## config.mk

```make
export PLATFORM = sky130hd
export DESIGN_NAME = lock_code_sender
export DESIGN_NICKNAME = d
export VERILOG_FILES = /design/src/rtl/lock_pkg.sv /design/src/rtl/lock_sym_encoder.sv /design/src/rtl/lock_code_sender.sv
export SDC_FILE = /design/constraint.sdc
export NUM_CORES = 1
export LEC_CHECK = 0
export ABC_AREA = 1
export BUFFER_PORTS_ARGS = -buffer_cell sky130_fd_sc_hd__buf_2
export CORE_MARGIN = 3
export CORE_UTILIZATION = 45
export DETAILED_ROUTE_END_ITERATION = 10
export PLACE_DENSITY = 0.74
export SLEW_MARGIN = 20
export SYNTH_ARGS = -nofsm -noshare
export SYNTH_HDL_FRONTEND = slang
export SYNTH_SLANG_ARGS = --single-unit
```

## constraint.sdc

```tcl
create_clock -name clk -period 2.2 [get_ports clk]
set_input_delay 0.11 -clock clk [delete_from_list [all_inputs] [get_ports clk]]
set_output_delay 0.11 -clock clk [all_outputs]
set_load 0.01 [all_outputs]
```

## src/rtl/lock_pkg.sv

```systemverilog
// Shared definitions for the combination-lock button interface:
// FSM states, symbol encodings and code geometry.
package lock_pkg;

  localparam int CODE_W       = 8;
  localparam int SYM_PER_CODE = 4;

  typedef enum logic [2:0] {
    IDLE,
    RE_PULSE,
    SYM_HI,
    SYM_GAP,
    WAIT_RESP,
    REPORT
  } state_t;

  localparam logic [1:0] SYM_00 = 2'b00;
  localparam logic [1:0] SYM_01 = 2'b01;
  localparam logic [1:0] SYM_10 = 2'b10;
  localparam logic [1:0] SYM_11 = 2'b11;

  // Symbol k is the pair (code[2k], code[2k+1]); the even bit is the MSB.
  function automatic logic [1:0] code_symbol(input logic [CODE_W-1:0] code,
                                             input logic [1:0]        k);
    return {code[{k, 1'b0}], code[{k, 1'b1}]};
  endfunction

  function automatic int max3(input int a, input int b, input int c);
    int m;
    m = (a > b) ? a : b;
    return (m > c) ? m : c;
  endfunction

endpackage

```

## src/rtl/lock_sym_encoder.sv

```systemverilog
// Maps a 2-bit button symbol to the one-hot strobe vector {b4, b3, b2, b1}.
module lock_sym_encoder
  import lock_pkg::*;
(
  input  logic [1:0] sym,
  input  logic       en,
  output logic [3:0] strobe
);

  always_comb begin
    // NOTE: default assignment first so no path through the case infers a latch.
    strobe = '0;
    if (en) begin
      case (sym)
        SYM_00:  strobe = 4'b0001;
        SYM_01:  strobe = 4'b0010;
        SYM_10:  strobe = 4'b0100;
        SYM_11:  strobe = 4'b1000;
        default: strobe = '0;
      endcase
    end
  end

endmodule

```

## src/rtl/lock_code_sender.sv

```systemverilog
// Transmit side of the lock button interface: sends a latched code as four
// one-hot strobes (optionally after a reprogram strobe) and reports pass/fail.
module lock_code_sender
  import lock_pkg::*;
#(
  parameter int PULSE_W   = 1,
  parameter int GAP_W     = 2,
  parameter int RESP_WAIT = 4
) (
  input  logic              clk,
  input  logic              clr,
  input  logic              start,
  input  logic [CODE_W-1:0] code,
  input  logic              prog,
  output logic              busy,
  output logic              done,
  output logic              pass,
  output logic              b1,
  output logic              b2,
  output logic              b3,
  output logic              b4,
  output logic              re_out,
  input  logic              unlocked_in,
  input  logic              reprog_in
);

  localparam int CNT_W = $clog2(max3(PULSE_W, GAP_W, RESP_WAIT) + 1);
  localparam logic [CNT_W-1:0] PULSE_LAST = CNT_W'(PULSE_W - 1);
  localparam logic [CNT_W-1:0] GAP_LAST   = CNT_W'(GAP_W - 1);
  localparam logic [CNT_W-1:0] RESP_LAST  = CNT_W'(RESP_WAIT - 1);
  localparam logic [1:0]       K_LAST     = 2'(SYM_PER_CODE - 1);

  state_t            state;
  logic [CNT_W-1:0]  cnt;
  logic [1:0]        k;
  logic [CODE_W-1:0] code_q;
  logic              prog_q;
  logic              re_gap;
  logic              unlock_seen;
  logic [3:0]        strobe;

  logic [CODE_W-1:0] enc_code;
  logic [1:0]        enc_k;
  logic [1:0]        enc_sym;
  logic [3:0]        enc_strobe;

  // Symbol about to be loaded: k=0 on accept or after the reprogram gap,
  // otherwise the one following the current symbol.
  always_comb begin
    enc_code = (state == IDLE) ? code : code_q;
    enc_k    = (state == SYM_GAP && !re_gap) ? k + 2'd1 : 2'd0;
    enc_sym  = code_symbol(enc_code, enc_k);
  end

  lock_sym_encoder u_enc (
    .sym    (enc_sym),
    .en     (1'b1),
    .strobe (enc_strobe)
  );

  assign b1 = strobe[0];
  assign b2 = strobe[1];
  assign b3 = strobe[2];
  assign b4 = strobe[3];

  always_ff @(posedge clk) begin
    if (clr) begin
      // NOTE: the latched code is cleared too, so an aborted transaction leaves nothing behind.
      state       <= IDLE;
      cnt         <= '0;
      k           <= '0;
      code_q      <= '0;
      prog_q      <= 1'b0;
      re_gap      <= 1'b0;
      unlock_seen <= 1'b0;
      busy        <= 1'b0;
      done        <= 1'b0;
      pass        <= 1'b0;
      strobe      <= '0;
      re_out      <= 1'b0;
    end else begin
      // NOTE: non-blocking assignments so every register sees pre-edge values.
      done <= 1'b0;
      case (state)
        IDLE: begin
          if (start) begin
            code_q      <= code;
            prog_q      <= prog;
            busy        <= 1'b1;
            k           <= 2'd0;
            unlock_seen <= 1'b0;
            cnt         <= PULSE_LAST;
            if (prog) begin
              state  <= RE_PULSE;
              re_out <= 1'b1;
            end else begin
              state  <= SYM_HI;
              strobe <= enc_strobe;
            end
          end
        end

        RE_PULSE: begin
          if (cnt == '0) begin
            re_out <= 1'b0;
            re_gap <= 1'b1;
            cnt    <= GAP_LAST;
            state  <= SYM_GAP;
          end else begin
            cnt <= cnt - CNT_W'(1);
          end
        end

        SYM_HI: begin
          if (cnt == '0) begin
            strobe <= '0;
            cnt    <= GAP_LAST;
            state  <= SYM_GAP;
          end else begin
            cnt <= cnt - CNT_W'(1);
          end
        end

        SYM_GAP: begin
          if (cnt == '0) begin
            if (re_gap) begin
              re_gap <= 1'b0;
              k      <= 2'd0;
              strobe <= enc_strobe;
              cnt    <= PULSE_LAST;
              state  <= SYM_HI;
            end else if (k == K_LAST) begin
              cnt   <= RESP_LAST;
              state <= WAIT_RESP;
            end else begin
              k      <= k + 2'd1;
              strobe <= enc_strobe;
              cnt    <= PULSE_LAST;
              state  <= SYM_HI;
            end
          end else begin
            cnt <= cnt - CNT_W'(1);
          end
        end

        WAIT_RESP: begin
          if (unlocked_in) unlock_seen <= 1'b1;
          if (cnt == '0) begin
            // Reprogram succeeds when the lock has left reprogram mode by the end.
            pass  <= prog_q ? !reprog_in : (unlock_seen | unlocked_in);
            done  <= 1'b1;
            state <= REPORT;
          end else begin
            cnt <= cnt - CNT_W'(1);
          end
        end

        REPORT: begin
          busy  <= 1'b0;
          state <= IDLE;
        end

        default: state <= IDLE;
      endcase
    end
  end

endmodule

```

==> flow_metrics.env <==
export IMPL_seqPwrFrac_pct=37.4
export IMPL_die_h_um=63.1
export IMPL_fin_ws_ns=0.413
export IMPL_powerDensity_nw_per_um2=1160
export IMPL_holdWs_ns=0.0232
export IMPL_post_dp_hpwl_um=2360
export IMPL_hold_viol=0
export IMPL_fin_area_um2=1610
export IMPL_yosys_register_bits=27
export IMPL_synth_edf_count=0
export IMPL_cts_inserted_buffers=3
export IMPL_gp_congestion=0.897
export IMPL_hp_class="in -> reg"
export IMPL_h_tree_depth=1
export IMPL_slew_violations=0
export IMPL_fin_tns_setup_ns=0
export IMPL_synth_fa_ha_area_share_pct=2.56
export IMPL_p_sw_mw=0.862
export IMPL_fp_row_count=20
export IMPL_insertion_delay_ns=0.33
export IMPL_yosys_area_top_type="dfxtp_1"
export IMPL_post_cts_resized=0
export IMPL_switching_share_pct=46.2
export IMPL_overflow=0
export IMPL_p_int_mw=1.00
export IMPL_num_io_pins=22
export IMPL_vias=1440
export IMPL_grt_antenna_before_repair=0
export IMPL_avgViaCountPerCell=5.02
export IMPL_post_route_period_util_pct=81.2
export IMPL_ys_types=22
export IMPL_dpl_cell_count=283
export IMPL_die_w_um=63.1
export IMPL_path_clk_slew_ns=0.15
export IMPL_synth_net_count=241
export IMPL_synth_area_top_cells="dfxtp_1, nand2_1, nand3_1"
export IMPL_first_pass_iters=5
export IMPL_drv_cap=0
export IMPL_worst_pin_slew_ns=0.496
export IMPL_async_flop_share_pct=0
export IMPL_cts_buffer_depth=2
export IMPL_synth_flop_cell="dfxtp_1"
export IMPL_syn_cell_area_um2=1470
export IMPL_cp_start_kind="flop"
export IMPL_slew_headroom_pct=66.9
export IMPL_drtAntennaViolNets=0
export IMPL_initial_core_util_pct=47.6
export IMPL_grt_start_max_net_pins=28
export IMPL_timing_fmax_ghz=0.560
export IMPL_synth_most_common_cell="nand2_1"
export IMPL_port_buffers=21
export IMPL_grt_setup_unrepaired="false"
export IMPL_cts_tree="yes"
export IMPL_grt_pass1_wl_um=5670
export IMPL_muxShareOfSynthArea_pct=0
export IMPL_finalPower_mw=1.86
export IMPL_synth_simple_area_share_pct=34.6
export IMPL_drc=0
export IMPL_synth_xor_area_share_pct=0
export IMPL_clock_skew_ns=0.00618
export IMPL_wl_per_cell_um=11.1
export IMPL_crit_path_end_kind="flop"
export IMPL_grt_total_usage_pct=17.6
export IMPL_core_area_um2=3080
export IMPL_synth_compound_area_share_pct=15.7
export IMPL_placed_area_um2=1590
export IMPL_diodes=0
export IMPL_clock_power_share_pct=11.8
export IMPL_area_delta_synth_final_pct=10.1
export IMPL_postSynthCellCount=224
export IMPL_synth_top_family_by_area="simple AND/OR/NAND/NOR gates"
export IMPL_synth_area_per_cell_um2=6.55
export IMPL_outcome="completed"
export IMPL_nNetsFinal=261
export IMPL_grt_pass1_vias=1276
export IMPL_drive_gt1_share_pct=12.3
export IMPL_fin_util_pct=52.4
export IMPL_die_area_um2=3980
export IMPL_synthTopCellsByCount="nand2_1, inv_1, dfxtp_1, nand3_1, nor2_1"
export IMPL_setup_viol=0
export IMPL_critical_path_class="reg -> reg"
export IMPL_p_leak_nw=0.777
export IMPL_ir_drop_mv=0.545
export IMPL_required_ns=2.47
export IMPL_synth_top_cell_area_share_pct=36.9
export IMPL_crit_path_max_fanout=7
export IMPL_cts_setup_buffers=0
export IMPL_fin_cells=287
export IMPL_cts_hold_buf=0
export IMPL_combPwrFrac_pct=50.8
export IMPL_cts_num_sinks=27
export IMPL_ys_warnings_count=0
export IMPL_dp_slack_ns=0.418
export IMPL_cts_root_buf="clkbuf_4"
export IMPL_seq_area_frac_synth_pct=36.9
export IMPL_min_period_ns=1.79
export IMPL_worstPathArrival_ns=2.05
export IMPL_wirelength_um=3190
export IMPL_drtIter0Drc=78
[power groups by stage]
stage	logic (mW)	registers (mW)	clock network, mW
2_1_floorplan	0.747	0.711	0
3_3_place_gp	0.936	0.705	0
3_5_place_dp	0.938	0.708	0
4_1_cts	0.943	0.697	0.226
5_1_grt	1.11	0.718	0.249
6_report	0.948	0.697	0.220
[cell usage in the layout, fill, tap and decap left out, drive strengths merged]
cell     n
o31ai    1
a21oi   18
a31oi    1
o221ai   1
dfxtp   27
o21ai   10
nor3     1
buf     21
clkbuf   4
a211oi   9
nand3b   4
nand3   24
nand2   65
ha       3
nor2    24
inv     30
[flip-flops by register name, indices dropped and copies added (netlist names)]
| signal | count |
|---|---|
| strobe | 4 |
| busy | 1 |
| code_q | 8 |
| unlock_seen | 1 |
| re_out | 1 |
| pass | 1 |
| done | 1 |
| k | 2 |
| state | 3 |
| re_gap | 1 |
| prog_q | 1 |
| cnt | 3 |
[final timing paths]
check / endpoint / slack, ns / start / cells past startpoint
max: cnt[2]$_SDFFE_PP0P_ / 0.41 / cnt[0]$_SDFFE_PP0P_ / 9
min: unlock_seen$_SDFFE_PP0P_ / 0.02 / unlocked_in / 3
max reg2reg: cnt[2]$_SDFFE_PP0P_ / 0.41 / cnt[0]$_SDFFE_PP0P_ / 9
min reg2reg: strobe[0]$_SDFFE_PP0P_ / 0.47 / strobe[0]$_SDFFE_PP0P_ / 2
[critical path: stages (launching register included)]
cell and delay [ns]:
dfxtp_1 0.40, inv_1 0.07, ha_1 0.19, nand2_1 0.16
inv_1 0.15, o21ai_0 0.16, o21ai_0 0.21, o21ai_0 0.20
inv_1 0.05, nor3_1 0.14
[logic make-up (layout without fill, tap and decap cells)]
kind of cell             count (synthesis)  in the layout
AO/OA/AOI/OAI                           40             40
buffers and inverters                   36             55
flip-flops                              27             27
AND/OR/NAND/NOR                        118            118
adder cells (fa/ha/maj)                  3              3
[area by class of cell]
| class | count | area, um2 |
|---|---|---|
| repair buffers | 21 | 105 |
| flip-flops and latches | 27 | 541 |
| fillers | 332 | 1460 |
| inverters | 30 | 113 |
| clock buffers | 4 | 26.3 |
| well taps | 44 | 55.1 |
| multi-input cells | 161 | 774 |
[per-layer routing]
layer	wire (um)	track usage (%)	part of all wire, %
met5	0	0	0
met3	194	3.21	6.1
met1	1610	24.2	51
met4	74	8.82	2.3
met2	1310	26.2	41
(Power assumes the default switching activity.)
